**src/rtl/crypto_bus_pkg.sv**
```systemverilog
// Shared definitions for the crypto peripheral bus arbiter: FSM states,
// address map of the crypto MMIO window and the window decode helper.
package crypto_bus_pkg;

    typedef enum logic [1:0] {
        IDLE    = 2'd0,
        ACCESS  = 2'd1,
        ERR     = 2'd2,
        RECOVER = 2'd3
    } state_t;

    localparam logic [31:0] CRYPTO_BASE     = 32'h4000_0000;
    localparam logic [31:0] CRYPTO_SPAN     = 32'h0000_5000;
    localparam logic [31:0] CRYPTO_ERR_DATA = 32'hDEAD_BEEF;

    localparam logic [31:0] AES_BASE  = 32'h4000_0000;
    localparam logic [31:0] ED_BASE   = 32'h4000_1000;
    localparam logic [31:0] BIKE_BASE = 32'h4000_2000;
    localparam logic [31:0] RSA_BASE  = 32'h4000_3000;
    localparam logic [31:0] RAM_BASE  = 32'h4000_4000;

    // 33-bit compare so a window ending exactly at 2^32 does not wrap.
    function automatic logic addr_hit(input logic [31:0] addr,
                                      input logic [31:0] base,
                                      input logic [31:0] span);
        logic [32:0] a;
        logic [32:0] lo;
        logic [32:0] hi;
        a  = {1'b0, addr};
        lo = {1'b0, base};
        hi = lo + {1'b0, span};
        return (a >= lo) && (a < hi);
    endfunction

endpackage

```
**src/rtl/crypto_bus_arbiter_rr.sv**
```systemverilog
// Two-requester round-robin picker; remembers the last winner so the other
// requester wins the next contention.
module rr_arbiter2 (
    input  logic clk,
    input  logic rst,
    input  logic i_req0,
    input  logic i_req1,
    input  logic i_en,
    output logic o_valid,
    output logic o_idx
);

    logic r_last;

    assign o_valid = i_req0 | i_req1;
    assign o_idx   = (i_req0 & i_req1) ? ~r_last : i_req1;

    // Reset to 1 so master 0 wins the first contention.
    always_ff @(posedge clk) begin
        if (rst) begin
            r_last <= 1'b1;
        end else if (i_en && o_valid) begin
            r_last <= o_idx;
        end
    end

endmodule

```
**src/rtl/crypto_bus_arbiter.sv**
```systemverilog
// Round-robin arbiter between CPU (master 0) and DMA (master 1) in front of the
// crypto MMIO slave, with decode-miss/timeout error responses and a recovery gap.
module crypto_bus_arbiter
    import crypto_bus_pkg::*;
#(
    parameter logic [31:0] BASE_ADDR = CRYPTO_BASE,
    parameter logic [31:0] SPAN      = CRYPTO_SPAN,
    parameter int unsigned TIMEOUT   = 16,
    parameter logic [31:0] ERR_DATA  = CRYPTO_ERR_DATA
) (
    input  logic        clk,
    input  logic        rst,
    input  logic [31:0] m0_addr,
    input  logic [31:0] m0_wdata,
    input  logic [3:0]  m0_wstrb,
    input  logic        m0_we,
    input  logic        m0_valid,
    output logic [31:0] m0_rdata,
    output logic        m0_ready,
    input  logic [31:0] m1_addr,
    input  logic [31:0] m1_wdata,
    input  logic [3:0]  m1_wstrb,
    input  logic        m1_we,
    input  logic        m1_valid,
    output logic [31:0] m1_rdata,
    output logic        m1_ready,
    output logic [31:0] s_addr,
    output logic [31:0] s_wdata,
    output logic [3:0]  s_wstrb,
    output logic        s_we,
    output logic        s_valid,
    input  logic [31:0] s_rdata,
    input  logic        s_ready,
    input  logic        err_clr,
    output logic        err_decode,
    output logic        err_timeout,
    output logic        busy,
    output logic        grant
);

    localparam int CW = (TIMEOUT > 2) ? $clog2(TIMEOUT) : 1;
    localparam logic [CW-1:0] CNT_LAST = CW'(TIMEOUT - 1);

    state_t        r_state;
    logic [CW-1:0] r_cnt;
    logic          r_grant;
    logic          r_err_decode;
    logic          r_err_timeout;

    logic          w_arb_en;
    logic          w_arb_valid;
    logic          w_arb_idx;
    logic [31:0]   w_arb_addr;
    logic [31:0]   w_sel_addr;
    logic [31:0]   w_sel_wdata;
    logic [3:0]    w_sel_wstrb;
    logic          w_sel_we;
    logic          w_in_access;
    logic          w_done_ok;
    logic          w_timeout;
    logic          w_resp;
    logic [31:0]   w_resp_data;

    assign w_arb_en = (r_state == IDLE);

    rr_arbiter2 u_rr (
        .clk     (clk),
        .rst     (rst),
        .i_req0  (m0_valid),
        .i_req1  (m1_valid),
        .i_en    (w_arb_en),
        .o_valid (w_arb_valid),
        .o_idx   (w_arb_idx)
    );

    assign w_arb_addr  = w_arb_idx ? m1_addr  : m0_addr;
    assign w_sel_addr  = r_grant   ? m1_addr  : m0_addr;
    assign w_sel_wdata = r_grant   ? m1_wdata : m0_wdata;
    assign w_sel_wstrb = r_grant   ? m1_wstrb : m0_wstrb;
    assign w_sel_we    = r_grant   ? m1_we    : m0_we;

    // A slave ready on the last allowed cycle is a normal completion.
    assign w_in_access = (r_state == ACCESS);
    assign w_done_ok   = w_in_access & s_ready;
    assign w_timeout   = w_in_access & ~s_ready & (r_cnt == CNT_LAST);

    // No completion is reported while reset is being applied.
    assign w_resp      = (w_done_ok | w_timeout | (r_state == ERR)) & ~rst;
    assign w_resp_data = w_done_ok ? (w_sel_we ? 32'h0 : s_rdata) : ERR_DATA;

    assign m0_ready = w_resp & ~r_grant;
    assign m1_ready = w_resp &  r_grant;
    assign m0_rdata = m0_ready ? w_resp_data : 32'h0;
    assign m1_rdata = m1_ready ? w_resp_data : 32'h0;

    assign s_valid  = w_in_access;
    assign s_addr   = w_in_access ? w_sel_addr  : 32'h0;
    assign s_wdata  = w_in_access ? w_sel_wdata : 32'h0;
    assign s_wstrb  = w_in_access ? w_sel_wstrb : 4'h0;
    assign s_we     = w_in_access & w_sel_we;

    assign err_decode  = r_err_decode;
    assign err_timeout = r_err_timeout;
    assign busy        = (r_state != IDLE);
    assign grant       = r_grant;

    always_ff @(posedge clk) begin
        if (rst) begin
            r_state       <= IDLE;
            r_cnt         <= '0;
            r_grant       <= 1'b0;
            r_err_decode  <= 1'b0;
            r_err_timeout <= 1'b0;
        end else begin
            // A new error in the same cycle as err_clr keeps the flag set.
            r_err_decode  <= (r_err_decode  & ~err_clr) | (r_state == ERR);
            r_err_timeout <= (r_err_timeout & ~err_clr) | w_timeout;
            case (r_state)
                IDLE: begin
                    r_cnt <= '0;
                    if (w_arb_valid) begin
                        r_grant <= w_arb_idx;
                        r_state <= addr_hit(w_arb_addr, BASE_ADDR, SPAN) ? ACCESS : ERR;
                    end
                end
                ACCESS: begin
                    r_cnt <= r_cnt + 1'b1;
                    if (w_done_ok || w_timeout) begin
                        r_state <= RECOVER;
                    end
                end
                ERR: begin
                    r_state <= RECOVER;
                end
                RECOVER: begin
                    r_cnt   <= '0;
                    r_state <= IDLE;
                end
                default: begin
                    r_state <= IDLE;
                end
            endcase
        end
    end

endmodule

```
**config.mk**
```make
export PLATFORM = sky130hd
export DESIGN_NAME = crypto_bus_arbiter
export DESIGN_NICKNAME = d
export VERILOG_FILES = /design/src/rtl/crypto_bus_pkg.sv /design/src/rtl/crypto_bus_arbiter_rr.sv /design/src/rtl/crypto_bus_arbiter.sv
export SDC_FILE = /design/constraint.sdc
export NUM_CORES = 1
export LEC_CHECK = 0
export BUFFER_PORTS_ARGS = -buffer_cell sky130_fd_sc_hd__buf_2
export CAP_MARGIN = 40
export CORE_AREA = 4 4 122 124
export CTS_BUF_LIST = sky130_fd_sc_hd__clkbuf_16
export CTS_CLUSTER_SIZE = 25
export DETAILED_ROUTE_END_ITERATION = 7
export DIE_AREA = 0 0 126 128
export PLACE_DENSITY = 0.57
export SLEW_MARGIN = 20
export SYNTH_ARGS = -nofsm -noshare
export SYNTH_HDL_FRONTEND = slang
export SYNTH_SLANG_ARGS = --single-unit
```
**constraint.sdc**
```tcl
create_clock -name clk -period 1.55 [get_ports clk]
set_input_delay 0.155 -clock clk [delete_from_list [all_inputs] [get_ports clk]]
set_output_delay 0.155 -clock clk [all_outputs]
set_load 0.05 [all_outputs]
```
==> results.md <==
- Fin. Hold Viols: 0
- Overall Global Routing Usage: approximately 18%
- Crit path time final: 1.939 ns
- Status: complete, but fails checks
- Crit. Startpoint: r_cnt[0]
- Reg2Reg Setup Slack: -0.25 ns
- Syn Inst Count: approximately 350
- Critical Path, Cell by Cell: ha_4, a31o_2, a21o_1, nand3b_1, buf_12, buf_12, nor2_4, buf_8
- Clk slew on worst S/H paths: around 0.040 ns
- Die area: between 15000 and 20000 um^2
- Post-route worst setup slack: -0.3893 ns
- CTS tree: done
- Max incr delay on CP: ~0.33 ns
- Clk root buf: clkbuf_16
- Avg WL per Cell: between 15 and 20 um
- Num CTS Buffers: 3
- Placed instance area: 5766 um^2
- Clk sinks: 10
- DRC viols: 0
- DR iter-0 viols: 70
- Synthesized cell area: between 2000 and 2500 um^2
- Die height: about 130 um
- Largest cells by area after synthesis: mux2i_1 30%, nor2b_1 20%, nor2_1 12%
- Hpwl dp: 11930 um
- Post-route ant nets: 0
- Critical path buffers and inverters: 3
- Yosys top cell area share: around 30%
- Vias in the first global route: 4452
- Worst path depth: 8
- Area grow syn2layout: 235.6%
- Synth warn: 0
- Peak VDD IR: 0.0007440 V
- Flop pwr share: under 10%
- Worst slack, placed: -0.2546 ns
- CP delay by family, top: buffers and inverters
- Port Buffers: between 300 and 400
- Area leader, netlist: mux2i_1
- Combinational fraction of design power: between 90% and 100%
- Leakage Power: approximately 3.2 nW
- Max-slew violation count: 0
- Startpoint Class: register
- Syn_area_per_cell: between 6 and 7 um^2
- Clock Latency Late Sink: approximately 0.24 ns
- Netlist cell types: 32
- GR Overflow Total: 0
- Critical path class: reg -> out
- Synth Flop Type: dfxtp_1
- PwrDens: ~1500 nW/um^2
- Vias per Instance: between 4 and 5
- Row count: 43
- Crit. End Element: primary output
- Clock Power Share: 4.0%
- Final Cell Area: slightly below 8000 um^2
- Max frequency: 515.7 MHz
- RR Endpoint: r_state[0]
- N_diodes: 0
- Via Count: approximately 4100
- Setup TNS: -36.63 ns
- Core area: 13770 um^2
- CP Data Required Time: ~1.4 ns
- Initial antenna violation count: 0
- Worst Path Arrival: roughly 1.8 ns
- GPL Wtd Cong: a little under 1
- IO Pins: about 320
- Fraction of layout cells with a size suffix above 1: between 80% and 90%
- Clock Path Buffers: 2
- Hold Path Class: in -> reg
- Global-route wire length before repair: ~24000 um
- Internal power: around 5.8 mW
- Post-synthesis sequential area ratio: under 10%
- Largest net degree at the start of global routing: 17
- Hold Buf Count CTS: 0
- Worst setup path endpoint: m0_rdata[31]
- Final Cycle Share: 125.1%
- Post-synth EDFFs: 0
- TritonRoute pass-1 iters: 4
- MaxCap Viol Count: 0
- RSZ-0062 raised after global routing: yes
- Worst-path fanout max: 8
- Syn_nets: around 530
- R2R Path Start: r_state[1]
- Worst path slowest cell: dfxtp_2
- Post-synth ARST share: 0%
- Final nets: 909
- Setup violators final: ~140
- H-tree Lvls: 1
- Yosys reg bits: 10
- Slew @ Worst Pin: between 0.4 and 0.5 ns
- Most frequent CP cell: buf_12
- Switching pwr: 5.979 mW
- Initial Util: between 15 and 20%
- Switching Share: between 50% and 60%
- Clk_skew: between 0.001 and 0.0015 ns
- Die Span X: ~130 um
- Worst rel slew slack: a little under 70%
- Failing checks: negative setup slack
- Final WL: 15970 um
- Reg2reg path depth: 9
## layout make-up
type | instances | area, um^2
tap | 180 | 225.2
timing repair buffer | 404 | 3782
clock inverter | 1 | 3.754
inverter | 7 | 36.28
multi-input combinational | 302 | 3392
sequential | 10 | 211.5
clock buffer | 3 | 75.07
fill | 1162 | 6047
## power groups by stage
stage          sequential [mW]  clock (mW)  combinational [mW]
6_report                 0.420       0.474                10.9
5_1_grt                  0.431       0.494                11.3
4_1_cts                  0.412       0.481                10.6
3_5_place_dp             0.407           0                8.06
3_3_place_gp             0.401           0                7.98
2_1_floorplan            0.442           0                5.86
## state kept, by name, summed over array words and instances, names as in the netlist
| signal | count |
|---|---|
| r_cnt | 4 |
| r_state | 2 |
| err_decode | 1 |
| err_timeout | 1 |
| grant | 1 |
| u_rr.r_last | 1 |
## routing by layer
layer,track usage [%],up-vias,share of wire (%)
met5,0,-,0
met4,4.290,0,2.3
met3,3.042,30,6.9
met2,35.31,229,55
met1,19.96,1869,36
li1,-,1940,-
## synth_stat cells (2+ instances only)
cell      number
a21boi_0       2
dfxtp_1       10
nand4_1        2
inv_1          7
a21o_1         2
a22oi_1        3
clkbuf_1      15
mux2i_1       69
ha_1           5
nor4_1         4
a21oi_1       31
buf_2         13
nand3b_1       2
nand3_1        4
nor2_1        72
o21ai_0        5
nor2b_1       73
nor4b_1        2
nand2_1       13
## kinds of logic (layout without fill, tap and decap cells)
| kind of cell | Yosys count | count (layout) | synth area share, % |
|---|---|---|---|
| AO/OA/AOI/OAI | 48 | 48 | 12.01 |
| adder cells (fa/ha/maj) | 5 | 5 | 2.717 |
| buffers and inverters | 35 | 415 | 6.413 |
| flip-flops | 10 | 10 | 8.696 |
| multiplexers | 70 | 70 | 30.60 |
| AND/OR/NAND/NOR | 179 | 179 | 39.57 |
## cell usage in the layout (no fill, tap or decap), types with 3 or more instances in the layout
| master | n |
|---|---|
| mux2i_1 | 50 |
| dfxtp_1 | 5 |
| buf_8 | 35 |
| nor2_1 | 8 |
| nand2_2 | 7 |
| buf_16 | 9 |
| dfxtp_2 | 3 |
| a21oi_1 | 9 |
| buf_4 | 39 |
| nand3_1 | 3 |
| nor2b_4 | 70 |
| mux2i_4 | 13 |
| buf_12 | 23 |
| a21oi_4 | 9 |
| a22oi_1 | 3 |
| mux2i_2 | 7 |
| ha_4 | 3 |
| buf_2 | 178 |
| buf_6 | 119 |
| nand2_1 | 5 |
| o21ai_0 | 4 |
| nor4_1 | 4 |
| clkbuf_16 | 4 |
| a21oi_2 | 13 |
| nor2_4 | 63 |
| inv_1 | 3 |
## how the worst min path moves through the flow
| stage | slack [ns] | end | cells after the start | startpoint |
|---|---|---|---|---|
| 3_5_place_dp | 0.43 | err_timeout | 4 | err_clr |
| 5_1_grt | 0.20 | err_timeout | 4 | err_clr |
| 6_report | 0.18 | err_timeout | 4 | err_clr |
| 4_1_cts | 0.18 | err_timeout | 4 | err_clr |
| 2_1_floorplan | 0.33 | err_timeout | 3 | err_clr |
| 3_3_place_gp | 0.42 | err_timeout | 4 | err_clr |
## worst register-to-register path: stages, from the launching register on
cell	delay, ns
dfxtp_4	0.36
inv_4	0.04
ha_4	0.17
buf_12	0.12
buf_12	0.13
buf_8	0.13
nor2b_4	0.14
a211oi_4	0.24
o21ai_1	0.11
o221a_2	0.23
## metrics by stage
| stage | cells | total power, mW | utilization (%) | hold WS (ns) |
|---|---|---|---|---|
| after CTS | 906 | 11.48 | 54.26 | 0.1804 |
| after global placement | 878 | 8.383 | 41.86 | 0.4210 |
| after detailed placement | 878 | 8.466 | 41.86 | 0.4319 |
| final | 907 | 11.79 | 56.10 | 0.1808 |
| after global routing | 907 | 12.27 | 56.10 | 0.2027 |
| after floorplan | 347 | 6.304 | - | 0.3299 |
## timing repair
action                                 4_1_cts  5_1_grt
endpoints found under the hold margin        0        0
setup endpoints to repair                  139      140
resized for setup                          361       64
gates cloned                                10        1
pin swaps                                    8        3
setup buffers                               16        4
Note: power is estimated with default switching activity, not from simulation.
